File: config.mk
export PLATFORM = sky130hd
export DESIGN_NAME = local_coincidence
export DESIGN_NICKNAME = d
export VERILOG_FILES = /design/src/rtl/local_coincidence_pkg.sv /design/src/rtl/local_coincidence_window_stretcher.sv /design/src/rtl/local_coincidence.sv
export SDC_FILE = /design/constraint.sdc
export NUM_CORES = 1
export LEC_CHECK = 0
export BUFFER_PORTS_ARGS = -buffer_cell sky130_fd_sc_hd__buf_4
export CAP_MARGIN = 20
export CELL_PAD_IN_SITES_DETAIL_PLACEMENT = 0
export CELL_PAD_IN_SITES_GLOBAL_PLACEMENT = 1
export CORE_MARGIN = 5
export CORE_UTILIZATION = 43
export CTS_CLUSTER_DIAMETER = 80
export DETAILED_ROUTE_END_ITERATION = 7
export PLACE_DENSITY_LB_ADDON = 0.25
export SLEW_MARGIN = 5
export SYNTH_ARGS = -nofsm -noshare
export SYNTH_HDL_FRONTEND = slang
export SYNTH_SLANG_ARGS = --single-unit
File: constraint.sdc
create_clock -name clk -period 5.97 [get_ports clk]
set_input_delay 0.597 -clock clk [delete_from_list [all_inputs] [get_ports clk]]
set_output_delay 0.597 -clock clk [all_outputs]
set_load 0.005 [all_outputs]
File: src/rtl/local_coincidence_pkg.sv
// Shared constants and types for the local coincidence trigger block.
// Sizes the channel count default and the width of the window/threshold configuration.
package local_coincidence_pkg;

    localparam int LC_N_CHANNELS_DEFAULT = 24;
    localparam int LC_CNT_W              = 16;

    typedef logic [LC_CNT_W-1:0] lc_cfg_t;

endpackage

File: src/rtl/local_coincidence_window_stretcher.sv
// Per-channel rising-edge detector feeding a retriggerable down counter.
// The channel is "windowed" for exactly i_width cycles after its most recent edge.
module lc_window_stretcher
    import local_coincidence_pkg::*;
(
    input  logic    clk,
    input  logic    rst,
    input  logic    i_trig,
    input  lc_cfg_t i_width,
    output logic    o_win
);

    logic    r_trig_q;
    lc_cfg_t r_cnt;
    logic    w_edge;

    assign w_edge = i_trig & ~r_trig_q;

    // An edge always reloads, so a retrigger extends the window; a width of zero loads
    // zero and therefore never opens one.
    always_ff @(posedge clk) begin
        if (rst) begin
            r_trig_q <= 1'b0;
            r_cnt    <= '0;
        end else begin
            r_trig_q <= i_trig;
            if (w_edge) begin
                r_cnt <= i_width;
            end else if (r_cnt != '0) begin
                r_cnt <= r_cnt - LC_CNT_W'(1);
            end
        end
    end

    assign o_win = (r_cnt != '0);

endmodule

File: src/rtl/local_coincidence.sv
// Local coincidence trigger: flags each windowed channel whenever at least
// n_lc_thr channels are windowed at the same time.
module local_coincidence
    import local_coincidence_pkg::*;
#(
    parameter int N_CHANNELS = LC_N_CHANNELS_DEFAULT
) (
    input  logic                  clk,
    input  logic                  rst,
    input  logic [LC_CNT_W-1:0]   lc_window_width,
    input  logic [LC_CNT_W-1:0]   n_lc_thr,
    input  logic [N_CHANNELS-1:0] trig,
    output logic [N_CHANNELS-1:0] local_coinc
);

    localparam int ACTIVE_W = $clog2(N_CHANNELS + 1);

    logic [N_CHANNELS-1:0] w_win;
    logic [ACTIVE_W-1:0]   w_n_active;
    logic                  w_coinc;
    logic [N_CHANNELS-1:0] r_local_coinc;

    for (genvar g = 0; g < N_CHANNELS; g++) begin : g_chan
        lc_window_stretcher u_stretcher (
            .clk     (clk),
            .rst     (rst),
            .i_trig  (trig[g]),
            .i_width (lc_window_width),
            .o_win   (w_win[g])
        );
    end

    always_comb begin
        w_n_active = '0;
        for (int i = 0; i < N_CHANNELS; i++) begin
            w_n_active = w_n_active + ACTIVE_W'(w_win[i]);
        end
    end

    // Thresholds above the channel count can never be met since n_active is bounded.
    assign w_coinc = (LC_CNT_W'(w_n_active) >= n_lc_thr);

    always_ff @(posedge clk) begin
        if (rst) begin
            r_local_coinc <= '0;
        end else begin
            r_local_coinc <= w_coinc ? w_win : '0;
        end
    end

    assign local_coinc = r_local_coinc;

endmodule

After elaboration in Yosys (flattened, before gate mapping)
Index checks and enable logic that the tools add are counted.

operators by class
  add/subtract/negate cells = 47
  order comparisons = 1
  muxes and demuxes = 48
  bitwise operators = 49
  reduce and logical (&&, ||, !) cells = 49

operator list
  operator                                                               count
  16-bit two-way mux                                                     48
  16-bit nonzero test                                                    24
  16-bit by 1-bit subtractor with 16-bit output (second input constant)  24
  5-bit by 1-bit adder with 5-bit output                                 19
  2-bit nonzero test                                                     24
  1-bit inverter                                                         25
  1-bit bitwise AND                                                      24
  5-bit by 16-bit greater-or-equal comparator with 1-bit output          1
  4-bit by 1-bit adder with 5-bit output                                 1
  3-bit by 1-bit adder with 4-bit output                                 1
  2-bit by 1-bit adder with 3-bit output                                 1
  1-bit by 1-bit adder with 2-bit output                                 1
  2-bit OR reduction                                                     1

word-level totals
  register bits after elaboration = 432
  input port bits = 58
  output and inout bits = 24
  word-level logic and storage cells = 243

Logic depth before layout (Yosys ltp)
Gate-level depths: netlist (run 1).

  depth in word-level cells = 27
  gate-level depth with buffers = 24
  gate-level depth less buffers = 23

By module
Synthesis (run 1) repeated with hierarchy kept, for this count alone.

second synthesis, totals
  cell total of the unflattened synthesis = 2965
  area, all modules = 25593.3 sq um

modules (own cells, without submodules)
  module                                             times used  cells an instance  area each (sq um)  seq. area each (sq um)
  lc_window_stretcher at g_chan[0].u_stretcher ...   16          120                1028.5             340.3
  lc_window_stretcher at g_chan[12].u_stretcher ...  8           113                963.4              340.3
  local_coincidence                                  1           141                1430.1             480.5

Least setup slack after synthesis (run 1)
No wires, ideal clock.

  kind = register to register
  start = register g_chan[15].u_stretcher.r_cnt[7]
  end = register r_local_coinc[0] (netlist: local_coinc[0])
  library setup time = 0.150 ns
  data arrival time = 6.210 ns
  data required time = 5.820 ns
  slack = -0.389 ns
  cell stages (with the launch flop) = 21
  buffers on the path = 1
  period minus slack after synthesis = 6.359 ns
  cell sequence = dfxtp_1 -> or4_1 -> or3_1 -> nor4b_4 -> inv_1 -> fa_1 -> inv_1 -> fa_1 -> fa_1 -> inv_1 -> fa_1 -> fa_1 -> ha_1 -> fa_1 -> a21o_1 -> a21o_1 -> ha_1 -> o2111ai_1 -> a21o_1 -> clkbuf_1 -> a21oi_1

on the way
  cells in the longest elaborated chain, start to end = 13

RTL lines
  item                                                           RTL line                                  source
  start: declaration                                             local_coincidence_window_stretcher.sv:14  lc_cfg_t r_cnt;
  start signal: assignment                                       local_coincidence_window_stretcher.sv:28  r_cnt <= i_width;
  start signal: assignment                                       local_coincidence_window_stretcher.sv:30  r_cnt <= r_cnt - LC_CNT_W'(1);
  16-bit nonzero test                                            local_coincidence_window_stretcher.sv:35  assign o_win = (r_cnt != '0);
  via g_chan[15].u_stretcher.o_win                               local_coincidence_window_stretcher.sv:10  output logic o_win
  5-bit by 1-bit adder with 5-bit output (9 in a row)            local_coincidence.sv:36                   w_n_active = w_n_active + ACTIVE_W'(w_win[i]);
  5-bit by 16-bit greater-or-equal comparator with 1-bit output  local_coincidence.sv:41                   assign w_coinc = (LC_CNT_W'(w_n_active) >= n_lc_thr);
  1-bit inverter (no source line)                                n/a
  2-bit OR reduction (no source line)                            n/a
  end signal: assignment                                         local_coincidence.sv:47                   r_local_coinc <= w_coinc ? w_win : '0;
  end: declaration                                               local_coincidence.sv:21                   logic [N_CHANNELS-1:0] r_local_coinc;

The timed path passes the listed nets, and every way through them passes these cells.
A chain may end at the register's enable or synchronous reset.

Final worst setup path (run 1)
  start = register g_chan[15].u_stretcher.r_cnt[7]
  end = register r_local_coinc[6] (netlist: local_coinc[6])

The elaborated chain is that of the path after synthesis.

==> results.md, run 1 <==
* Status: finished with violations
* Failing checks: setup timing
* Synth async-reset ratio at 0%
* MaxCap Viol Count at 0
* # IOs at 82
* Gpl congestion at 0.840
* Final wirelength at 65.0 mm
* DRC at 0
* Gate Count Post-Synth at 2556
* CP required at 6.48 ns
* Worst hold slack at 0.243 ns
* GRT Util Overall at 23.1%
* Crit path top cell by count: fa_1
* Static leakage at 9.49 nW
* Vias in the first global route at 18008
* Synthesized area at 21500 sq um
* Setup CP Type: reg -> reg
* Number of port buffers at 81
* CP top delay family: adder cells
* Drt pass-1 iters at 7
* Core area at 49900 sq um
* Commonest cells post-synth: dfxtp_1, nor2_1, nand2_1, o22ai_1, xnor2_1
* CTS root buffer: clkbuf_16
* Post-synth EDFFs at 0
* Final worst setup slack at -0.249 ns
* Overall Power at 9.49 mW
* Worst-margin pin slew at 1.05 ns
* Die Span Y at 234 um
* Initial Util at 43.2%
* Max Clock Freq at 161 MHz
* Vias at 18860
* Starting DRT DRC Count at 1304
* Post-Place Setup Slack at -0.133 ns
* CTS Buf Count at 49
* Cells after DPL at 3231
* # setup viols final at 24
* CTS max path bufs at 3
* Yosys top cell area share at 40.2%
* Vias per std cell at 5.68
* Setup slack, reg-to-reg at -0.25 ns
* Skew final at 0.0171 ns
* Maximum vdd drop at 0.000192 V
* Slowest stage delay, CP at 0.57 ns
* H-Tree Depth at 2
* Crit path DAT at 6.73 ns
* Layout cells sized above 1 at 10.1%
* Fin crit period at 6.22 ns
* Synth area leader: dfxtp_1
* Most used DFF post-synth: dfxtp_1
* Nets at 2732
* Synth Area per Inst at 8.42 sq um
* Rel. slew slack at 29.9%
* Final non-filler cell total at 3320
* Overflow after GRT at 0
* Cts hold-fix bufs at 0
* RSZ-0062 raised after global routing: true
* Crit Path Max Fanout at 8
* Final Hold Vio Count at 0
* Critical-path cell list: or4_4 > or3_4 > nor4b_4 > inv_2 > fa_1 > inv_2 > fa_1 > fa_1 > inv_1 > fa_1 > fa_1 > ha_2 > fa_2 > a21o_1 > a21o_1 > ha_1 > o2111ai_2 > a21o_4 > clkbuf_16 > nor2b_1
* CTS tree: done
* Antenna viol nets, final at 0
* Clk Latency, worst-skew pair at 0.59 ns
* Synth top area cells: dfxtp_1, xnor2_1, o22ai_1
* Syn. warnings at 0
* Row count at 82
* Synthesized net count at 2675
* Count leader, synth: dfxtp_1
* CP endpoint kind: register
* Hold Path Class: in -> reg
* First-pass GRT wire length at 100 mm
* Distinct cells, synth at 65
* Max-slew violation count at 0
* Clk pin slew, worst setup/hold paths at 0.06 ns
* Synth-to-Final Area Change at 14.7%
* Clk sinks at 432
* Number of synthesized register bits at 432
* Slowest stage cell, crit path: fa_1
* Seq/Total Area, Yosys at 40.2%
* TNS Setup at -5.17 ns
* WL/cell at 19.6 um
* WP buf/inv at 4
* Tcrit/Tclk final at 104%
* Initial antenna violation count at 1
* Critical Path Source Type: register
* Die Wd at 234 um
* Die Area at 54600 sq um
* DPL Wire Length at 41.4 mm
* Cell Pwr Density at 384 nW/um^2
* Pin count of the biggest net entering global routing at 68
-- cell families (layout without fill, tap and decap cells) --
kind of cell             count (synthesis)  count (layout)  share of synthesized area (%)
XOR/XNOR                               279             279                           11.4
buffers and inverters                  231             322                           4.07
flip-flops                             432             432                           40.2
AO/OA/AOI/OAI                          503             503                           14.8
adder cells (fa/ha/maj)                 61              61                           4.14
other                                    0               1                              0
multiplexers                            25              25                           1.17
AND/OR/NAND/NOR                       1025            1025                           24.3
-- what timing repair did --
action,4_1_cts,5_1_grt
gates resized for setup,0,10
hold endpoints to repair,0,0
gates cloned,0,1
pin swaps,0,5
buffers inserted,1,1
endpoints found under the setup margin,24,24
-- worst paths after layout --
path                                        start                               to  depth (start not counted)
hold / removal                            trig[0]   g_chan[0].u_stretcher.r_trig_q                          2
hold reg to reg   g_chan[8].u_stretcher.r_cnt[15]  g_chan[8].u_stretcher.r_cnt[15]                          2
setup reg to reg  g_chan[15].u_stretcher.r_cnt[7]                   local_coinc[6]                         20
setup / recovery  g_chan[15].u_stretcher.r_cnt[7]                   local_coinc[6]                         20
-- stage by stage --
step / utilization (%) / area (sq um)
after CTS: 49.4 / 24600
after global placement: 46.1 / 23000
after floorplan: - / 21600
after detailed placement: 46.1 / 23000
final: 49.5 / 24700
after global routing: 49.5 / 24700
-- flip-flops by register name, summed over array words and instances, names as in the netlist --
| name | cells |
|---|---|
| g_chan.u_stretcher.r_trig_q | 24 |
| g_chan.u_stretcher.r_cnt | 384 |
| local_coinc | 24 |
-- per-layer routing --
layer	track usage [%]	vias up	wire length, um
li1	-	9225	-
met4	7.30	0	1880
met2	37.1	476	29600
met5	0	-	0
met3	3.76	114	3370
met1	31.8	9045	30200
-- area by class of cell --
class | count | area, sq um
fillers | 4823 | 25200
multi-input cells | 1893 | 12100
flip-flops and latches | 432 | 8650
clock buffers | 70 | 1400
repair buffers | 150 | 1170
well taps | 672 | 841
inverters | 87 | 327
clock inverters | 15 | 254
diodes | 1 | 2.50
-- where the power goes --
part	switching [mW]	internal, mW	leakage (nW)	total (mW)
registers	0.355	3.26	3.57	3.61
logic	1.48	1.25	5.10	2.73
clock network	1.22	1.92	0.813	3.14
-- layout by cell type, fill, tap and decap left out, types with 6 or more instances in the layout --
cell,instances
nor2_1,245
clkinv_2,7
nor2b_1,72
a311oi_1,21
and2_1,7
fa_1,16
inv_1,83
clkbuf_16,50
or3_1,32
ha_1,43
bufinv_16,7
xnor2_1,177
o22ai_1,214
xor2_1,102
mux2i_1,23
nand3_1,81
a22oi_1,11
buf_4,146
nor3b_1,16
o211ai_1,17
nand3b_1,13
dfxtp_1,431
and3_1,6
nand4_1,7
clkbuf_8,10
clkbuf_1,12
nor3_1,100
o21ai_0,39
nand2_1,217
a21oi_1,105
or2_2,12
or4_1,50
o31ai_1,22
a31oi_1,6
a211oi_1,36
nand2b_1,61
nor4_1,70
Power figures use the tool's default switching activity.
==> inputs of run 2 (changes only) <==
==> constraint.sdc (replaced) <==
create_clock -name clk -period 5.97 [get_ports clk]
set_input_delay 0.2985 -clock clk [delete_from_list [all_inputs] [get_ports clk]]
set_output_delay 0.2985 -clock clk [all_outputs]
set_load 0.005 [all_outputs]
==> results.md, run 2 (synthesis gave the netlist of run 1 again) <==
* Hold EP: g_chan[9].u_stretcher.r_cnt[6]
* Worst Hold Depth at 3
* Clk pin slew, worst setup/hold paths at 0.06 ns
* Reg2Reg Launch Point: g_chan[15].u_stretcher.r_cnt[7]
* # setup viols final at 24
* Row count at 82
* Die Wd at 234 um
* Critical Path Source Type: register
* TNS Setup at -2.58 ns
* Clk sinks at 432
* Number of port buffers at 81
* CP endpoint kind: register
* Final non-filler cell total at 3346
* Tcrit/Tclk final at 102%
* DRC at 0
* CTS tree: done
* Max-slew violation count at 0
* Reg2Reg Capture Point: local_coinc[13]
* Max reg flops at 384
* Final worst setup slack at -0.141 ns
* Most frequent cells in the layout: dfxtp_1, nor2_1, nand2_1, o22ai_1, xnor2_1
* Rel. slew slack at 26.9%
* CTS root buffer: clkbuf_16
* GRT Util Overall at 23.2%
* First-pass GRT wire length at 101 mm
* Setup slack, reg-to-reg at -0.14 ns
* Clk Latency, worst-skew pair at 0.60 ns
* Hold Path Class: in -> reg
* Skew final at 0.0195 ns
* Die Span Y at 234 um
* RSZ-0062 raised after global routing: true
* CTS max path bufs at 3
* Initial antenna violation count at 1
* Static leakage at 9.62 nW
* # IOs at 82
* Fin crit period at 6.11 ns
* Cell Pwr Density at 381 nW/um^2
* Nets at 2758
* Commonest non-fill, non-tap cell in the layout: dfxtp_1
* MaxCap Viol Count at 0
* Placed cell areas at 23000 sq um
* Core area at 49900 sq um
* DPL Wire Length at 40.8 mm
* Cells after DPL at 3228
* Worst-margin pin slew at 1.10 ns
* Status: finished with violations
* Pin count of the biggest net entering global routing at 94
* Setup CP Type: reg -> reg
* Ant. Diodes at 0
* WL/cell at 19.3 um
* Starting DRT DRC Count at 1292
* H-Tree Depth at 2
* Fill cells at 4783
* Synth-to-Final Area Change at 16.5%
* Overflow after GRT at 0
* Layout cells sized above 1 at 10.5%
* Crit Path Max Fanout at 9
* Register-to-Register Path Depth at 20
* Gpl congestion at 0.830
* Vias per std cell at 5.65
* CTS Buf Count at 52
* Die Area at 54600 sq um
* Maximum vdd drop at 0.000201 V
* Vias at 18898
* Largest Register: g_chan.u_stretcher.r_cnt
* Drt pass-1 iters at 5
* Max Clock Freq at 164 MHz
* Initial Util at 43.2%
* Final instance area at 25100 sq um
* Antenna viol nets, final at 0
* Final Hold Vio Count at 0
* Crit path DAT at 6.63 ns
* CP required at 6.49 ns
* Hold wc startpoint: lc_window_width[6]
* Vias in the first global route at 18123
* Failing checks: setup timing
* Final wirelength at 64.7 mm
-- run 2: changes by cell type in the layout (fill, tap and decap cells not counted), sizes merged --
cell / before / now
dlygate4sd3: 0 / 26
bufinv: 7 / 4
clkinvlp: 0 / 3
inv: 87 / 90
buf: 148 / 146
diode: 1 / 0
-- run 2: timing repair --
action / in CTS / in global routing
hold endpoints to repair: 28 / 0
hold buffers: 26 / 0
pin swaps: 0 / 1
buffers inserted: 2 / 0
gates resized for setup: 6 / 16
setup endpoints to repair: 24 / 24
cloned: 1 / 0
-- run 2: how the worst max path moves through the flow --
stage                     cells past startpoint  slack, ns                       startpoint               to
final                                        20      -0.14  g_chan[15].u_stretcher.r_cnt[7]  local_coinc[13]
after global routing                         20      -0.31  g_chan[15].u_stretcher.r_cnt[7]  local_coinc[13]
after CTS                                    20      -0.16  g_chan[15].u_stretcher.r_cnt[7]  local_coinc[13]
after detailed placement                     20      -0.14  g_chan[15].u_stretcher.r_cnt[7]  local_coinc[14]
after global placement                       20      -0.04  g_chan[15].u_stretcher.r_cnt[7]   local_coinc[1]
after floorplan                              20      -0.05  g_chan[15].u_stretcher.r_cnt[7]   local_coinc[0]
-- run 2: power breakdown --
group          internal (mW)  switching [mW]
combinational           1.26            1.47
clock                   1.93            1.27
sequential              3.26           0.353
total                   6.46            3.09
-- run 2: worst max-delay path, cell delays in order (launching register included) --
cell and delay [ns]:
dfxtp_2 0.32, or4_4 0.53, or3_4 0.40, nor4b_4 0.26
inv_2 0.07, fa_1 0.55, inv_1 0.07, fa_1 0.45
fa_1 0.51, inv_2 0.04, fa_1 0.48, fa_1 0.49
ha_2 0.20, fa_2 0.34, a21o_1 0.18, a21o_1 0.18
ha_1 0.28, o2111ai_2 0.14, a21o_4 0.27, buf_12 0.16
nor2b_1 0.10
-- run 2: stage by stage --
stage,util [%],worst slack (ns),hold slack [ns],total power [mW]
after floorplan,-,-0.0471,0.427,5.67
after global placement,46.1,-0.0410,0.464,6.27
after detailed placement,46.1,-0.141,0.478,6.34
after CTS,50.2,-0.164,0.000241,9.62
after global routing,50.3,-0.310,0.0185,10.1
final,50.3,-0.141,0.0213,9.55
-- run 2: cell type report --
cell class | count | area [sq um] | share of cell area (%)
Tap cell | 672 | 841 | 3.35
Clock inverter | 18 | 213 | 0.849
Inverter | 87 | 327 | 1.30
Sequential cell | 432 | 8650 | 34.5
Multi-Input combinational cell | 1893 | 12100 | 48.3
Timing Repair Buffer | 173 | 1420 | 5.66
Clock buffer | 71 | 1510 | 6.04
-- run 2: per-layer routing --
metal	routed length, um	track usage (%)	share of wire (%)
met5	0	0	0
met4	1920	6.97	3.0
met3	3460	3.46	5.3
met2	29300	37.3	45
met1	30000	32.3	46
